$ cat src/rtl/deserializer_pkg.sv
// Shared types and helpers for the serial-to-parallel deserializer.
package deserializer_pkg;

    typedef enum logic {
        IDLE  = 1'b0,
        SHIFT = 1'b1
    } state_t;

    function automatic int cntr_bits(input int width);
        return $clog2(width);
    endfunction

endpackage

$ cat src/rtl/deserializer_if.sv
// Output word handshake between the deserializer (master) and its consumer (slave).
interface deserializer_if #(
    parameter int DATA_WIDTH = 8
);
    logic [DATA_WIDTH-1:0] data;
    logic                  valid;
    logic                  ready;

    modport master (output data, output valid, input ready);
    modport slave  (input data, input valid, output ready);
endinterface

$ cat src/rtl/deserializer_out_reg.sv
// Single-entry holding register for completed words; flags a word that finds the register occupied.
module deser_out_reg #(
    parameter int DATA_WIDTH = 8
) (
    input  logic                  i_clk,
    input  logic                  i_rst,
    input  logic                  i_load,
    input  logic [DATA_WIDTH-1:0] i_word,
    input  logic                  i_ready,
    output logic [DATA_WIDTH-1:0] o_data,
    output logic                  o_valid,
    output logic                  o_ovf_set
);

    logic [DATA_WIDTH-1:0] data_d, data_q;
    logic                  valid_d, valid_q;

    always_comb begin
        data_d    = data_q;
        valid_d   = valid_q;
        o_ovf_set = 1'b0;
        if (i_load) begin
            // A consumer taking the old word frees the slot in the same cycle.
            if (!valid_q || i_ready) begin
                data_d  = i_word;
                valid_d = 1'b1;
            end else begin
                o_ovf_set = 1'b1;
            end
        end else if (valid_q && i_ready) begin
            valid_d = 1'b0;
        end
    end

    always_ff @(posedge i_clk) begin
        if (i_rst) begin
            data_q  <= '0;
            valid_q <= 1'b0;
        end else begin
            data_q  <= data_d;
            valid_q <= valid_d;
        end
    end

    assign o_data  = data_q;
    assign o_valid = valid_q;

endmodule

$ cat src/rtl/deserializer.sv
// Rebuilds LSB-first serial words into a parallel handshake output.
// DESERIALIZER_FRAME_CHECK_EN: a gap in i_valid mid-word aborts the word and pulses o_frame_err.
module deserializer
    import deserializer_pkg::*;
#(
    parameter int DATA_WIDTH = 8
) (
    input  logic             i_clk,
    input  logic             i_rst,
    input  logic             i_valid,
    input  logic             i_data,
    deserializer_if.master   out_if,
    output logic             o_overflow,
    input  logic             i_clr_ovf,
    output logic             o_frame_err
);

    localparam int CNTR_BITS = cntr_bits(DATA_WIDTH);
    localparam logic [CNTR_BITS-1:0] CNTR_LAST = CNTR_BITS'(DATA_WIDTH - 1);

    state_t                state_d, state_q;
    logic [CNTR_BITS-1:0]  cntr_d, cntr_q;
    logic [DATA_WIDTH-1:0] shift_d, shift_q;
    logic                  ovf_d, ovf_q;
    logic                  word_done;
    logic                  ovf_set;
`ifdef DESERIALIZER_FRAME_CHECK_EN
    logic                  frame_err_d, frame_err_q;
`endif

    always_comb begin
        state_d   = state_q;
        cntr_d    = cntr_q;
        shift_d   = shift_q;
        word_done = 1'b0;
`ifdef DESERIALIZER_FRAME_CHECK_EN
        frame_err_d = 1'b0;
`endif
        case (state_q)
            IDLE: begin
                if (i_valid) begin
                    shift_d = {{(DATA_WIDTH-1){1'b0}}, i_data};
                    cntr_d  = CNTR_BITS'(1);
                    state_d = SHIFT;
                end
            end
            SHIFT: begin
                if (i_valid) begin
                    shift_d[cntr_q] = i_data;
                    if (cntr_q == CNTR_LAST) begin
                        word_done = 1'b1;
                        cntr_d    = '0;
                        state_d   = IDLE;
                    end else begin
                        cntr_d = cntr_q + CNTR_BITS'(1);
                    end
                end else begin
`ifdef DESERIALIZER_FRAME_CHECK_EN
                    cntr_d      = '0;
                    state_d     = IDLE;
                    frame_err_d = 1'b1;
`endif
                end
            end
            default: begin
                state_d = IDLE;
                cntr_d  = '0;
            end
        endcase
    end

    // Set beats clear so a drop coinciding with i_clr_ovf is never lost.
    always_comb begin
        ovf_d = ovf_q;
        if (i_clr_ovf) ovf_d = 1'b0;
        if (ovf_set)   ovf_d = 1'b1;
    end

    always_ff @(posedge i_clk) begin
        if (i_rst) begin
            state_q <= IDLE;
            cntr_q  <= '0;
            shift_q <= '0;
            ovf_q   <= 1'b0;
        end else begin
            state_q <= state_d;
            cntr_q  <= cntr_d;
            shift_q <= shift_d;
            ovf_q   <= ovf_d;
        end
    end

`ifdef DESERIALIZER_FRAME_CHECK_EN
    always_ff @(posedge i_clk) begin
        if (i_rst) frame_err_q <= 1'b0;
        else       frame_err_q <= frame_err_d;
    end
    assign o_frame_err = frame_err_q;
`else
    assign o_frame_err = 1'b0;
`endif

    logic [DATA_WIDTH-1:0] out_data;
    logic                  out_valid;

    deser_out_reg #(
        .DATA_WIDTH (DATA_WIDTH)
    ) u_out_reg (
        .i_clk     (i_clk),
        .i_rst     (i_rst),
        .i_load    (word_done),
        .i_word    (shift_d),
        .i_ready   (out_if.ready),
        .o_data    (out_data),
        .o_valid   (out_valid),
        .o_ovf_set (ovf_set)
    );

    assign out_if.data  = out_data;
    assign out_if.valid = out_valid;
    assign o_overflow   = ovf_q;

endmodule

$ cat src/flat_wrapper.sv
// flat-port wrapper written by rule: the top's interface ports become plain ports
module deserializer_flat import deserializer_pkg::*;
#(
    parameter int DATA_WIDTH = 8
)
  (i_clk, i_rst, i_valid, i_data, o_overflow, i_clr_ovf, o_frame_err, out_if_data, out_if_valid, out_if_ready);
  deserializer_if #(.DATA_WIDTH(DATA_WIDTH)) out_if_i ();
  input  logic i_clk;
  input  logic i_rst;
  input  logic i_valid;
  input  logic i_data;
  output logic o_overflow;
  input  logic i_clr_ovf;
  output logic o_frame_err;
  output wire logic [$bits(out_if_i.data)-1:0] out_if_data;
  output wire logic [$bits(out_if_i.valid)-1:0] out_if_valid;
  input wire logic [$bits(out_if_i.ready)-1:0] out_if_ready;
  assign out_if_data = out_if_i.data;
  assign out_if_valid = out_if_i.valid;
  assign out_if_i.ready = out_if_ready;
  deserializer #(.DATA_WIDTH(DATA_WIDTH)) u_core (.i_clk(i_clk), .i_rst(i_rst), .i_valid(i_valid), .i_data(i_data), .out_if(out_if_i), .o_overflow(o_overflow), .i_clr_ovf(i_clr_ovf), .o_frame_err(o_frame_err));
endmodule
$ cat config.mk
export PLATFORM = sky130hd
export DESIGN_NAME = deserializer_flat
export DESIGN_NICKNAME = d
export VERILOG_FILES = /design/src/rtl/deserializer_pkg.sv /design/src/rtl/deserializer_if.sv /design/src/rtl/deserializer_out_reg.sv /design/src/rtl/deserializer.sv /design/src/flat_wrapper.sv
export SDC_FILE = /design/constraint.sdc
export NUM_CORES = 1
export LEC_CHECK = 0
export CAP_MARGIN = 20
export CORE_UTILIZATION = 55
export CTS_CLUSTER_SIZE = 12
export DETAILED_ROUTE_END_ITERATION = 10
export PLACE_DENSITY = 0.82
export SYNTH_ARGS = -nofsm -noshare
export SYNTH_HDL_FRONTEND = slang
export SYNTH_SLANG_ARGS = --single-unit
$ cat constraint.sdc
create_clock -name i_clk -period 2.6 [get_ports i_clk]
set_clock_uncertainty 0.1 [all_clocks]
set_input_delay 0.52 -clock i_clk [delete_from_list [all_inputs] [get_ports i_clk]]
set_output_delay 0.52 -clock i_clk [all_outputs]
set_load 0.03 [all_outputs]
==> key figures, run 1 <==
Finish
  – Multi-input gate area: 528.0 um2
  – Share of cells above drive strength 1: 19.51%
  – Filler cells: 146
  – Register area: around 440 um2
  – P&R area growth vs syn: 17.96%
  – Final nets: 132
  – Final core utilization: 70.61%
  – Ant. Diodes: 0

Clock tree
  – Clk slew on worst S/H paths: 0.12 ns
  – Resized cells post-CTS: 0
  – CTS tree: built
  – H-tree levels: 1
  – Clock sink count: 22
  – Hold-fix buffers at CTS: 0
  – Clock Tree Buf Depth: 2
  – Clock tree root buffer cell: clkbuf_4
  – TritonCTS buffer count: 3
  – Post-CTS Setup Inserts: 0
  – Clock latency at the later pin of the worst-skew pair: 0.30 ns

Logic synthesis
  – Ys Warns: 0
  – Syn Inst Count: 112
  – Flops & latches, synth: 22
  – Post-synth net total: 120
  – Post-synthesis sequential area ratio: between 40% and 50%
  – Average cell area after synthesis: a little over 9 um2
  – Synth Cell Area: approximately 1000 um2
  – Count of different cell masters after synthesis: 31

Critical path
  – CP Buf/Inv Count: 1
  – Cell family with most CP delay: buffers and inverters
  – CP arrival: 1.36 ns
  – Worst Path Class, Setup: flip-flop to primary output
  – CP peak stage delay: 0.68 ns
  – CP required: 1.98 ns
  – Setup crit end kind: primary output
  – CP max FO: 3
  – Cell Chain, Critical Path: clkdlybuf4s50_1
  – Crit start category: flip-flop
  – Slowest stage cell, crit path: clkdlybuf4s50_1

Power and ir drop
  – Peak supply drop: approximately 0.00038 V
  – Leakage: ~0.39 nW
  – Overall power: 0.6465 mW
  – Power per cell area: 524.5 nW/um2

Placed design
  – Gpl congestion: 0.8070
  – I/O Buffers: 15
  – Post-DP HPWL: 1383 um

Route
  – Post-DRT Antenna Nets: 0
  – Drt drc: 0
  – Drt initial violations: 22
  – WL/cell: 13.24 um
  – Post-Route WL: 1959 um
  – Via/cell ratio: 5.649
  – Total number of vias: 836
  – First-pass iteration count of the detailed router: 5

GRT
  – Initial antenna violation count: 0
  – Pin count of the biggest net entering global routing: 23
  – Vias in the first global route: 760
  – First-pass GRT wire length: 3091 um
  – Global route overflow: 0
  – Tot GR Track Use: between 20% and 30%

Timing
  – Max_slew headroom: about two thirds
  – RSZ-0062 raised after global routing: no
  – Final Hold Violating Endpoints: 0
  – Fin crit share: 76.08%
  – Final setup fails: 0
  – Total negative slack: 0 ns
  – Slew @ Worst Pin: between 0.5 and 0.6 ns
  – FMAX: about 510 MHz
  – Crit path time final: 1.978 ns
  – Slew Limit Fails: 0

Floorplanning
  – Die area: 2078 um2
  – DIE HEIGHT: 45.59 um
  – Total core area: 1745 um2
  – Chip width: ~46 um
  – Starting Density: 59.86%
  – Num ports: 17
  – Core Rows: 15

Status
  – Status: completed

Run
  – Max_cap viols: 0

Worst hold path
  – Worst min path class: flip-flop to flip-flop
metal layers:
| metal | part of all wire, % | global-route usage (%) | wire, um | up-vias |
|---|---|---|---|---|
| li1 | - | - | - | 419 |
| met1 | 46 | 24.20 | 892 | 397 |
| met2 | 50 | 37.71 | 981 | 16 |
| met3 | 2.2 | 2.381 | 44 | 4 |
| met4 | 2.0 | 10.91 | 40 | 0 |
| met5 | 0 | 0 | 0 | - |
layout by cell type, fill, tap and decap left out, types with 2 or more instances in the layout:
cell type,n
dfxtp_1,22
a21oi_1,20
nand2_1,15
clkdlybuf4s50_1,15
mux2_2,6
a211oi_2,6
nand3_1,4
nor3b_1,3
nand2b_1,3
nand3b_1,3
clkbuf_4,3
buf_4,3
nor2_1,2
ha_1,2
worst paths after layout:
kind	startpoint	end	slack (ns)	depth (start not counted)
min	u_core.shift_q[2]$_SDFF_PP0_	u_core.shift_q[2]$_SDFF_PP0_	0.37	2
max reg2reg	u_core.cntr_q[0]$_SDFFE_PP0P_	u_core.u_out_reg.o_data[6]$_SDFFE_PP0P_	0.70	5
max	u_core.u_out_reg.o_valid$_SDFFE_PP0P_	out_if_valid	0.62	1
min reg2reg	u_core.shift_q[2]$_SDFF_PP0_	u_core.shift_q[2]$_SDFF_PP0_	0.37	2
cells by family after synthesis:
kind of cell | synth area share (%)
adder cells (fa/ha/maj) | 2.395
AO/OA/AOI/OAI | 22.75
other | 0.3589
buffers and inverters | 7.304
AND/OR/NAND/NOR | 18.56
multiplexers | 6.467
flip-flops | 42.16
final cells by class:
| class | count | area share, % |
|---|---|---|
| well taps | 25 | 2.538 |
| flip-flops and latches | 22 | 35.74 |
| multi-input cells | 77 | 42.84 |
| clock inverters | 1 | 2.437 |
| inverters | 2 | 0.6091 |
| repair buffers | 18 | 14.01 |
| clock buffers | 3 | 1.827 |
synthesized netlist by cell type:
cell	count	share of area [%]
buf_6	1	1.1
and2_1	1	0.60
and3_1	1	0.60
dfxtp_1	22	42
nor2_1	2	0.72
o21ai_0	1	0.48
o31ai_1	1	0.72
buf_2	4	1.9
ha_1	2	2.4
buf_1	1	0.36
o211ai_1	1	0.72
buf_4	4	2.9
nand3b_1	3	2.2
nand2b_1	3	1.8
nand3_4	1	1.7
clkbuf_1	1	0.36
inv_1	1	0.36
a311oi_1	1	0.84
nor3b_1	3	2.2
mux2_2	6	6.5
conb_1	1	0.36
inv_2	1	0.36
a21bo_2	1	0.96
nor3_1	1	0.48
nand3_1	4	1.9
o311ai_1	1	0.84
a211oi_2	6	7.2
or3_4	1	1.1
nand2_1	15	5.4
a21oi_1	20	9.6
a311oi_2	1	1.4
worst reg2reg max path, stage by stage (launching register included):
cell      delay (ns)
dfxtp_1         0.58
ha_1            0.22
ha_1            0.17
and3_1          0.18
and2_1          0.38
a311oi_2        0.16
metrics by stage:
stage                     instance area, um2  setup slack (ns)  hold WS, ns  std cells
final                                   1232            0.6218       0.3750        148
after global routing                    1232            0.5599       0.4082        148
after CTS                               1232            0.6231       0.3749        148
after detailed placement                1180            0.3217       0.3563        144
after global placement                  1180            0.3717       0.3531        144
after floorplan                         1045             1.044       0.3437        112
report_power, final:
part           internal, mW  total, mW  leakage [nW]  switching [mW]
registers             0.341      0.351         0.178         0.00998
logic                0.0160     0.0357         0.186          0.0197
clock network         0.156      0.260        0.0279           0.104
state kept, by name, summed over array words and instances (netlist names):
name                      flops
u_core.cntr_q                 3
u_core.o_overflow             1
u_core.shift_q                8
u_core.state_q                1
u_core.u_out_reg.o_data       8
u_core.u_out_reg.o_valid      1
(Power assumes the default switching activity.)
==> run 2: changes to the inputs <==
Settings changed: CORE_UTILIZATION 55 to 46, PLACE_DENSITY 0.82 to 0.73.
Clock period 2.6 ns to 1.6 ns, I/O delays scaled along.
==> key figures, run 2 (synthesized netlist as in run 1, its figures left out) <==
Critical path
  – Setup crit end kind: flip-flop
  – Cell family with most CP delay: flip-flops
  – CP arrival: 1.67 ns (+0.31 ns)
  – Worst Path Class, Setup: flip-flop to flip-flop
  – CP required: 1.72 ns (-0.26 ns)
  – CP peak stage delay: 0.34 ns (-0.34 ns)
  – CP Buf/Inv Count: 1 (unchanged)
  – CP max FO: 6 (+3)
  – Slowest stage cell, crit path: dfxtp_2
  – Most frequent CP cell: ha_2
  – Crit start category: flip-flop
  – Cell Chain, Critical Path: ha_2, ha_2, and3_4, and2_4, buf_6, a211oi_2

Floorplanning
  – DIE HEIGHT: 49.66 um (+8.9%)
  – Chip width: 49.66 um (+8.9%)
  – Starting Density: 51.16% (-8.7 points)
  – Total core area: 2042 um2 (+17%)
  – Num ports: 17 (unchanged)
  – Die area: 2466 um2 (+19%)
  – Core Rows: 16 (+1)

Route
  – First-pass iteration count of the detailed router: 4 (-1)
  – Drt initial violations: 11 (-50%)
  – Post-Route WL: 2089 um (+6.6%)
  – WL/cell: 12.90 um (-2.6%)
  – Via/cell ratio: 5.247 (-7.1%)
  – Drt drc: 0 (unchanged)
  – Post-DRT Antenna Nets: 0 (unchanged)
  – Total number of vias: 850 (+1.7%)

GRT
  – Tot GR Track Use: 18.40% (-2.6 points)
  – Global route overflow: 0 (unchanged)
  – Pin count of the biggest net entering global routing: 23 (unchanged)
  – Initial antenna violation count: 0 (unchanged)
  – First-pass GRT wire length: 3505 um (+13%)
  – Vias in the first global route: 824 (+8.4%)

Power and ir drop
  – Peak supply drop: 0.0006351 V (+68%)
  – Clock Power Share: 31.8% (-8.4 points)
  – Internal power: 0.7331 mW (+43%)
  – Sw Share: 22.66% (+2.0 points)
  – Sequential share of power: 59.2% (+4.9 points)
  – Power per cell area: 706.7 nW/um2 (+35%)
  – Leakage: 0.4968 nW (+27%)
  – Part of the power in combinational logic: 9.0% (+3.5 points)
  – P_sw: 0.2148 mW (+61%)

Timing
  – Fin crit share: 96.80%
  – Final worst slack: 0.05118 ns (-0.5707 ns)
  – Crit path time final: 1.549 ns
  – Final Hold Violating Endpoints: 0 (unchanged)
  – Final setup fails: 0 (unchanged)
  – FMAX: 645.7 MHz
  – RSZ-0062 raised after global routing: yes
  – Slew Limit Fails: 0 (unchanged)
  – Total negative slack: 0 ns (unchanged)

Placed design
  – I/O Buffers: 15 (unchanged)
  – Placed cells: 157 (+9.0%)
  – Post-DP HPWL: 1528 um (+10%)
  – Gpl congestion: 0.7976 (-1.2%)
  – DP Worst Slack: -0.2652 ns (-0.5870 ns)

Status
  – Status: completed

Finish
  – Ant. Diodes: 0 (unchanged)
  – P&R area growth vs syn: 28.38%
  – Register area: 442.9 um2 (+0.57%)
  – Final Non-Filler Cells: 162 (+9.5%)
  – Final nets: 144 (+9.1%)
  – Filler cells: 179 (+23%)
  – Share of cells above drive strength 1: 32.59% (+13 points)
  – Multi-input gate area: 554.3 um2 (+5.0%)
  – Most frequent cells in the layout: a21oi_1, dfxtp_1, nand2_1

Clock tree
  – Clock sink count: 22 (unchanged)
  – CTS tree: built
  – Clock latency at the later pin of the worst-skew pair: 0.31 ns (about the same)
  – H-tree levels: 1 (unchanged)
  – Clock Tree Buf Depth: 2 (unchanged)
  – TritonCTS buffer count: 3 (unchanged)
  – Clock tree root buffer cell: clkbuf_4
  – Clk slew on worst S/H paths: 0.12 ns (about the same)

Run
  – Max_cap viols: 0 (unchanged)

Worst hold path
  – Worst min path class: flip-flop to flip-flop
==> run 2: cell count changes in the layout (fill, tap and decap cells not counted), sizes merged <==
cell / previous run / this run
dlygate4sd2: 0 / 10
bufinv: 1 / 0
buf: 3 / 15
clkdlybuf4s50: 15 / 5
clkbuf: 3 / 4
==> run 2: cell type report <==
class,instances,share of cell area [%]
Multi-Input combinational cell,77,41.32
Clock buffer,4,2.705
Sequential cell,22,33.02
Inverter,2,0.5597
Timing Repair Buffer,30,19.87
Tap cell,27,2.519
==> run 2: worst paths after layout <==
kind | start | to | slack, ns | cells past startpoint
setup / recovery | u_core.cntr_q[0]$_SDFFE_PP0P_ | u_core.u_out_reg.o_data[7]$_SDFFE_PP0P_ | 0.05 | 6
hold reg to reg | u_core.shift_q[1]$_SDFF_PP0_ | u_core.shift_q[1]$_SDFF_PP0_ | 0.37 | 2
setup reg to reg | u_core.cntr_q[0]$_SDFFE_PP0P_ | u_core.u_out_reg.o_data[7]$_SDFFE_PP0P_ | 0.05 | 6
hold / removal | u_core.shift_q[1]$_SDFF_PP0_ | u_core.shift_q[1]$_SDFF_PP0_ | 0.37 | 2
==> run 2: worst register-to-register path, cell delays in order, from the launching register on <==
cell	delay (ns)
dfxtp_2	0.34
ha_2	0.17
ha_2	0.17
and3_4	0.19
and2_4	0.14
buf_6	0.13
a211oi_2	0.22
==> run 2: layer usage <==
metal  share of wire (%)  global-route usage [%]  vias to the layer above  wire [um]
met5                   0                       0                        -          0
met3                 3.3                   4.938                        2         68
met1                  43                   21.36                      390        908
li1                    -                       -                      441          -
met4                0.38                   3.333                        0          8
met2                  53                   33.56                       17       1104
==> run 2: per-stage QoR <==
stage	utilization, %	power [mW]	cell area (um2)	hold slack, ns
finish	65.69	0.9479	1341	0.3738
global route	65.69	0.9891	1341	0.3957
CTS	64.46	0.9579	1316	0.3749
detailed placement	62.56	0.6556	1277	0.3570
global placement	62.56	0.6542	1277	0.3521
floorplan	-	0.6229	1045	0.2879
==> run 2: what timing repair did <==
action / in CTS / in global routing
setup buffers: 0 / 1
endpoints found under the hold margin: 0 / 0
endpoints found under the setup margin: 18 / 4
pin swaps: 2 / 1
resized for setup: 15 / 4
hold buffers: 0 / 0
==> run 2: power groups by stage <==
stage               Combinational, mW  Clock [mW]  Sequential, mW
detailed placement             0.0827           0           0.573
global placement               0.0814           0           0.573
floorplan                      0.0525           0           0.570
CTS                            0.0832       0.314           0.561
global route                   0.0930       0.334           0.563
finish                         0.0849       0.302           0.561
